$ cat src/rtl/pc_fetch_ctrl.sv
// Fetch-side PC generator and IF/ID control with redirect squash and misaligned-target trap.
// Optional performance counters are enabled by defining PC_FETCH_PERF_EN.
module pc_fetch_ctrl #(
    parameter logic [31:0] RESET_PC = 32'h0000_0000,
    parameter logic [31:0] TRAP_VEC = 32'h0000_0100,
    parameter int          PERF_W   = 32
) (
    input  logic        clk,
    input  logic        rst_n,
    input  logic        stall_i,
    input  logic        take_branch_i,
    input  logic [31:0] br_target_i,
    output logic        imem_req_o,
    output logic [31:0] imem_addr_o,
    input  logic        imem_gnt_i,
    output logic [31:0] pc_o,
    output logic        if_id_valid_o,
    output logic [31:0] if_id_pc_o,
    output logic        flush_o,
    output logic        misalign_o,
    output logic [31:0] misalign_addr_o
`ifdef PC_FETCH_PERF_EN
    ,
    output logic [PERF_W-1:0] perf_redirect_o,
    output logic [PERF_W-1:0] perf_bubble_o
`endif
);

    typedef enum logic [1:0] {BOOT, RUN, TRAP} state_e;

    state_e      state_q;
    logic        req_q;
    logic [31:0] pc_q;
    logic [31:0] pc_d;
    logic        if_id_valid_q;
    logic [31:0] if_id_pc_q;
    logic        misalign_q;
    logic [31:0] misalign_addr_q;
    logic        redirect;

    // Branch decisions only matter once the fetch loop is running.
    assign redirect        = (state_q == RUN) && take_branch_i;
    assign pc_d            = pc_q + 32'd4;

    assign flush_o         = redirect;
    assign imem_req_o      = req_q;
    assign imem_addr_o     = pc_q;
    assign pc_o            = pc_q;
    assign if_id_valid_o   = if_id_valid_q;
    assign if_id_pc_o      = if_id_pc_q;
    assign misalign_o      = misalign_q;
    assign misalign_addr_o = misalign_addr_q;

    always_ff @(posedge clk or negedge rst_n) begin
        if (!rst_n) begin
            state_q         <= BOOT;
            req_q           <= 1'b0;
            pc_q            <= RESET_PC;
            if_id_valid_q   <= 1'b0;
            if_id_pc_q      <= 32'h0;
            misalign_q      <= 1'b0;
            misalign_addr_q <= 32'h0;
        end else begin
            misalign_q <= 1'b0;
            case (state_q)
                BOOT: begin
                    state_q <= RUN;
                    req_q   <= 1'b1;
                end
                RUN: begin
                    if (take_branch_i) begin
                        if_id_valid_q <= 1'b0;
                        if (br_target_i[1:0] == 2'b00) begin
                            pc_q <= br_target_i;
                        end else begin
                            pc_q            <= TRAP_VEC;
                            misalign_q      <= 1'b1;
                            misalign_addr_q <= br_target_i;
                            state_q         <= TRAP;
                            req_q           <= 1'b0;
                        end
                    end else if (!stall_i) begin
                        // A grant seen during stall is dropped; the same PC is requested again.
                        if (imem_gnt_i) begin
                            pc_q          <= pc_d;
                            if_id_valid_q <= 1'b1;
                            if_id_pc_q    <= pc_q;
                        end else begin
                            if_id_valid_q <= 1'b0;
                        end
                    end
                end
                TRAP: begin
                    state_q <= RUN;
                    req_q   <= 1'b1;
                end
                default: begin
                    state_q <= BOOT;
                    req_q   <= 1'b0;
                end
            endcase
        end
    end

`ifdef PC_FETCH_PERF_EN
    logic [PERF_W-1:0] perf_redirect_q;
    logic [PERF_W-1:0] perf_bubble_q;
    logic              bubble;

    function automatic logic [PERF_W-1:0] sat_inc(input logic [PERF_W-1:0] v);
        return (&v) ? v : v + 1'b1;
    endfunction

    assign bubble = (state_q == RUN) && !take_branch_i && !stall_i && !imem_gnt_i;

    always_ff @(posedge clk or negedge rst_n) begin
        if (!rst_n) begin
            perf_redirect_q <= '0;
            perf_bubble_q   <= '0;
        end else begin
            if (redirect) perf_redirect_q <= sat_inc(perf_redirect_q);
            if (bubble)   perf_bubble_q   <= sat_inc(perf_bubble_q);
        end
    end

    assign perf_redirect_o = perf_redirect_q;
    assign perf_bubble_o   = perf_bubble_q;
`endif

endmodule

$ cat config.mk
export PLATFORM = sky130hd
export DESIGN_NAME = pc_fetch_ctrl
export DESIGN_NICKNAME = d
export VERILOG_FILES = /design/src/rtl/pc_fetch_ctrl.sv
export SDC_FILE = /design/constraint.sdc
export NUM_CORES = 1
export LEC_CHECK = 0
export ABC_AREA = 0
export CAP_MARGIN = 20
export CELL_PAD_IN_SITES_DETAIL_PLACEMENT = 0
export CELL_PAD_IN_SITES_GLOBAL_PLACEMENT = 1
export CORE_MARGIN = 5
export CORE_UTILIZATION = 35
export DETAILED_ROUTE_END_ITERATION = 12
export PLACE_DENSITY = 0.79
export SYNTH_ARGS = -nofsm -noshare
export SYNTH_HDL_FRONTEND = slang
export SYNTH_SLANG_ARGS = --single-unit
$ cat constraint.sdc
create_clock -name clk -period 2.05 [get_ports clk]
set_input_delay 0.41 -clock clk [delete_from_list [all_inputs] [get_ports clk]]
set_output_delay 0.41 -clock clk [all_outputs]
set_load 0.05 [all_outputs]
==> results of run 1 <==
[per-layer routing]
layer  track usage, %  up-vias  wire, µm
met1             27.8     2281      7380
met4             7.80        0       399
li1                 -     2147         -
met3             5.20       27      1350
met5                0        -         0
met2             30.1      193      7620
[state kept, by name, indices dropped and copies added, names as in the netlist]
name and flops:
imem_addr_o 32, misalign_o 1, misalign_addr_o 32, imem_req_o 1, state_q 1, if_id_valid_o 1, if_id_pc_o 32
[power by group through the flow]
stage / Sequential, mW / Combinational, mW / Clock [mW]
after floorplan: 5.48 / 2.26 / 0
after global placement: 3.11 / 6.94 / 0
after global routing: 3.20 / 7.27 / 2.02
after CTS: 3.11 / 6.98 / 1.93
final: 3.11 / 6.93 / 1.88
after detailed placement: 3.14 / 6.98 / 0
[worst paths after layout]
| check | to | slack [ps] | cells past startpoint |
|---|---|---|---|
| min | if_id_pc_o[0] | 3 | 1 |
| max | flush_o | 50 | 5 |
| min reg2reg | if_id_pc_o[29] | 480 | 2 |
| min in group clk | if_id_pc_o[29] | 480 | 2 |
| max in group asynchronous | misalign_addr_o[9] | 1470 | 2 |
| max reg2reg | imem_addr_o[17] | 80 | 5 |
[cell usage after synthesis (4+ instances only)]
| cell type | number | area [µm²] |
|---|---|---|
| dfrtp_1 | 100 | 2500 |
| mux2_2 | 53 | 597 |
| nand2_1 | 45 | 169 |
| buf_4 | 32 | 240 |
| nand3_1 | 29 | 145 |
| nor2_1 | 23 | 86.3 |
| nand4_1 | 21 | 131 |
| clkbuf_1 | 20 | 75.1 |
| a21oi_1 | 16 | 80.1 |
| o21ai_0 | 16 | 80.1 |
| nor3_1 | 12 | 60.1 |
| buf_2 | 11 | 55.1 |
| inv_1 | 11 | 41.3 |
| nor4_1 | 11 | 68.8 |
| o211ai_1 | 6 | 45.0 |
| a211o_1 | 5 | 43.8 |
| and4_1 | 5 | 43.8 |
| nand3b_1 | 5 | 37.5 |
| nor2b_1 | 5 | 31.3 |
| a2111oi_0 | 4 | 35.0 |
| mux2i_1 | 4 | 40.0 |
[through the flow]
stage | area (µm²) | total power [mW] | util, % | setup WS, ps
final | 7470 | 11.9 | 51.8 | 51.2
after global routing | 7470 | 12.5 | 51.8 | 7.38
after CTS | 7470 | 12.0 | 51.8 | 13.6
after detailed placement | 7140 | 10.1 | 49.5 | -180
after global placement | 7140 | 10.0 | 49.5 | -148
after floorplan | 5100 | 7.74 | - | -0.401
[cell families after synthesis]
logic type / count (synthesis) / share of synthesized area (%)
simple gates: 178 / 19.0
flops: 100 / 49.1
compound gates: 79 / 10.9
buf+inv: 76 / 8.23
mux: 57 / 12.5
fa+ha+maj: 1 / 0.246
[layout make-up]
cell class	count	area [µm²]	area share, %
sequential	100	2510	33.6
multi-input combinational	315	2180	29.2
timing repair buffer	238	2180	29.1
clock buffer	13	260	3.48
tap	184	230	3.08
clock inverter	3	68.8	0.921
inverter	12	45.0	0.603
[what timing repair did]
action,4_1_cts,5_1_grt
endpoints found under the hold margin,0,0
setup endpoints to repair,6,2
setup buffers,1,0
hold buffers,0,0
pin swaps,1,0
gates resized for setup,5,2
==> flow_summary.json, run 1 <==
{
  "netlist_area_um2": 5090,
  "synthToLayoutAreaGrowth_pct": 46.6,
  "hold_path.class": "in -> async",
  "rr_startpoint": "imem_addr_o[3]",
  "numCtsBuffers": 9,
  "cts_tree": "yes",
  "syn-num-nets": 529,
  "grt_usage_pct": 20.1,
  "pwr-share-clk_pct": 15.8,
  "hold_violations": 0,
  "dp_hpwl_um": 13000,
  "crit_arrival_ps": 1590,
  "fin_nets": 714,
  "status": "finished clean",
  "dr.pass1.iters": 4,
  "path_cells": "clkdlybuf4s50_1 > nand3b_1 > buf_4 > inv_1 > buf_12",
  "rows": 44,
  "crit_start": "take_branch_i",
  "placed_cells": 848,
  "p_seq_share_pct": 26.1,
  "ys_seq_area_share_pct": 49.1,
  "num_vias": 4648,
  "synth_cell_type_count": 58,
  "critPathRequiredTime_ps": 1640,
  "whs_ps": 2.97,
  "yosysWarnings": 0,
  "layout-drive-gt1-share_pct": 31.3,
  "drt_iter0_markers": 330,
  "start_util_pct": 35.3,
  "ant_nets": 0,
  "powerDensity_nw_per_um2": 1600,
  "setup_violations": 0,
  "synth_edf_count": 0,
  "syn_inst": 491,
  "synthFlopType": "dfrtp_1",
  "dieHeight_um": 131,
  "grt_pass1_wl_um": 26200,
  "instances_no_fill": 865,
  "core_area_um2": 14400,
  "report.final.slew_viol_count": 0,
  "crit_family": "buffers and inverters",
  "wirelength_um": 16700,
  "root_buffer": "clkbuf_16",
  "syn_area_per_cell_um2": 10.4,
  "worst_slew_pin_slew_ps": 613,
  "clk_path_buf_depth": 2,
  "critPathMaxStageDelay_ps": 590,
  "grt_overflow": 0,
  "wire_per_inst_um": 19.4,
  "drc": 0,
  "power.switching_mw": 5.86,
  "cp-end-kind": "output port",
  "num-fill-cells": 1314,
  "critPathBufInv": 4,
  "yosys_register_bits": 100,
  "clk_pin_slew_ps": 60,
  "relSlewSlack_pct": 58.8,
  "rsz0062_at_grt": "no",
  "ir_drop_mv": 0.838,
  "power_leakage_nw": 3.23,
  "layout_common_cells": "buf_4, clkdlybuf4s50_1, dfrtp_1, mux2_2, nand2_1",
  "die_area_um2": 17100,
  "fmax_mhz": 500,
  "cts_htree_levels": 3,
  "async_flop_share_pct": 100,
  "antenna_cells": 0,
  "cts_sinks": 100,
  "numPortBuffers": 168,
  "fin_skew_ps": 3.83,
  "routabilityCongestion": 0.896,
  "crit_slowest_cell": "clkdlybuf4s50_1",
  "avgViaCountPerCell": 5.37,
  "clock_latency_ps": 350,
  "finalSetupTns_ps": 0,
  "fin_crit_sh_pct": 97.5,
  "maxCapViolCount": 0,
  "grt_max_degree": 40,
  "path_class": "in -> out",
  "grt_pass1_vias": 4643,
  "antenna_found_initial": 1,
  "final_common_cell": "buf_4",
  "p_int_mw": 6.06,
  "pwr-share-comb_pct": 58.1,
  "p_sw_share_pct": 49.1,
  "setup.worst_path.start_class": "input port",
  "crit_fanout": 4,
  "fp.dieW_um": 131,
  "layout_min_cycle_time_ps": 2000,
  "boundaryPins": 169
}
(Power assumes the default switching activity.)
==> inputs of run 2 (changes only) <==
--- a/config.mk
+++ b/config.mk
@@ -9,6 +9,7 @@
 export CAP_MARGIN = 20
 export CELL_PAD_IN_SITES_DETAIL_PLACEMENT = 0
 export CELL_PAD_IN_SITES_GLOBAL_PLACEMENT = 1
+export CORE_ASPECT_RATIO = 1.5
 export CORE_MARGIN = 5
 export CORE_UTILIZATION = 35
 export DETAILED_ROUTE_END_ITERATION = 12
==> constraint.sdc (replaced) <==
create_clock -name clk -period 2.25 [get_ports clk]
set_input_delay 0.45 -clock clk [delete_from_list [all_inputs] [get_ports clk]]
set_output_delay 0.45 -clock clk [all_outputs]
set_load 0.05 [all_outputs]
==> flow_summary.json, run 2 (synthesis results as in run 1) <==
{
  "status": "finished clean",
  "whs_ps": 112,
  "num_vias": 4476,
  "grt_usage_pct": 19.1,
  "pwr-share-clk_pct": 15.3,
  "report.final.slew_viol_count": 0,
  "pwr-share-comb_pct": 56.5,
  "routabilityCongestion": 0.895,
  "relSlewSlack_pct": 54.3,
  "maxCapViolCount": 0,
  "fp.dieW_um": 109,
  "hold_path.class": "in -> async",
  "grt_pass1_vias": 4570,
  "avgViaCountPerCell": 5.33,
  "dr.pass1.iters": 5,
  "wirelength_um": 16100,
  "grt_overflow": 0,
  "clk_path_buf_depth": 2,
  "placed_cells": 825,
  "root_buffer": "clkbuf_16",
  "hold_violations": 0,
  "antenna_cells": 0,
  "fin_nets": 678,
  "power.switching_mw": 5.25,
  "crit_family": "buffers and inverters",
  "worst_slew_pin_slew_ps": 684,
  "cp.depth": 1,
  "wire_per_inst_um": 19.1,
  "cp-end-kind": "output port",
  "cts-resized-gates": 1,
  "layout_common_cells": "clkdlybuf4s50_1, dfrtp_1, mux2_2, nand2_1, buf_4",
  "antenna_found_initial": 0,
  "cts_sinks": 100,
  "rr_startpoint": "imem_addr_o[3]",
  "p_int_mw": 5.38,
  "drc": 0,
  "path_cells": "clkdlybuf4s50_1",
  "final_common_cell": "clkdlybuf4s50_1",
  "ir_drop_mv": 0.805,
  "cts_htree_levels": 3,
  "fin_skew_ps": 8.19,
  "core_area_um2": 14500,
  "ant_nets": 0,
  "layout_min_cycle_time_ps": 2210,
  "p_seq_share_pct": 28.2,
  "start_util_pct": 35.2,
  "grt_max_degree": 101,
  "numCtsBuffers": 9,
  "p_sw_share_pct": 49.4,
  "die_area_um2": 17100,
  "r2r_slack_ps": 230,
  "drt_iter0_markers": 261,
  "fmax_mhz": 452,
  "critPathMaxStageDelay_ps": 880,
  "synthToLayoutAreaGrowth_pct": 44.0,
  "powerDensity_nw_per_um2": 1450,
  "power_leakage_nw": 3.04,
  "clock_latency_ps": 350,
  "clk_pin_slew_ps": 70,
  "layout-drive-gt1-share_pct": 18.8,
  "fin_crit_sh_pct": 98.2,
  "rsz0062_at_grt": "no",
  "crit_fanout": 8,
  "final_area_um2": 7340,
  "crit_start": "imem_addr_o[20]",
  "critPathRequiredTime_ps": 1800,
  "setup_violations": 0,
  "dpl_cell_area_um2": 7010,
  "path_class": "reg -> out",
  "dp_hpwl_um": 12100,
  "grt_pass1_wl_um": 25400,
  "cts_hold_buf": 0,
  "boundaryPins": 169,
  "critPathBufInv": 1,
  "crit_arrival_ps": 1760,
  "r2r_cells": 5,
  "total_power_mw": 10.6,
  "rows": 54,
  "setup.worst_path.start_class": "flop",
  "post_cts_buffers": 0,
  "instances_no_fill": 840,
  "finalSetupTns_ps": 0,
  "dieHeight_um": 158,
  "cts_tree": "yes",
  "numPortBuffers": 168,
  "crit_slowest_cell": "clkdlybuf4s50_1"
}
-- run 2: layout make-up --
cell class	instances	area [µm²]
clock buffers	10	229
repair buffers	202	2040
fillers	1336	7120
flip-flops and latches	100	2500
clock inverters	5	77.6
multi-input cells	315	2190
well taps	196	245
inverters	12	45.0
-- run 2: routing by layer --
metal  track usage (%)  vias up  share of wire, %
met5                 0        -                 0
met4              6.62        0               2.3
met3              3.43       23               5.0
met2              33.9      136                55
met1              23.2     2250                38
li1                  -     2067                 -
-- run 2: metrics by stage --
stage / setup slack, ps / util, %
global route: 0.150 / 50.7
detailed placement: -63.0 / 48.5
global placement: -15.0 / 48.5
floorplan: 176 / -
CTS: 5.20 / 50.6
finish: 39.5 / 50.7
-- run 2: power by group through the flow --
stage                     Clock (mW)  Sequential (mW)  Combinational [mW]
final                           1.63             2.99                6.01
after floorplan                    0             4.99                2.06
after detailed placement           0             3.04                6.06
after CTS                       1.67             3.01                6.07
after global placement             0             3.00                6.00
after global routing            1.73             3.11                6.27
-- run 2: path summary, 6_finish.rpt --
kind                                   endpoint
worst min-delay path             if_id_pc_o[12]
worst max-delay path            imem_addr_o[20]
worst max register to register  imem_addr_o[30]
max in group asynchronous       imem_addr_o[13]
worst min register to register   if_id_pc_o[20]
min in group clk                 if_id_pc_o[20]
==> inputs of run 3 (changes only) <==
--- a/config.mk
+++ b/config.mk
@@ -12,6 +12,7 @@
 export CORE_ASPECT_RATIO = 1.5
 export CORE_MARGIN = 5
 export CORE_UTILIZATION = 35
+export CTS_CLUSTER_SIZE = 12
 export DETAILED_ROUTE_END_ITERATION = 12
 export PLACE_DENSITY = 0.79
 export SYNTH_ARGS = -nofsm -noshare
==> results of run 3 <==
No change in the layout: final DEF, timing and power equal those of run 2.
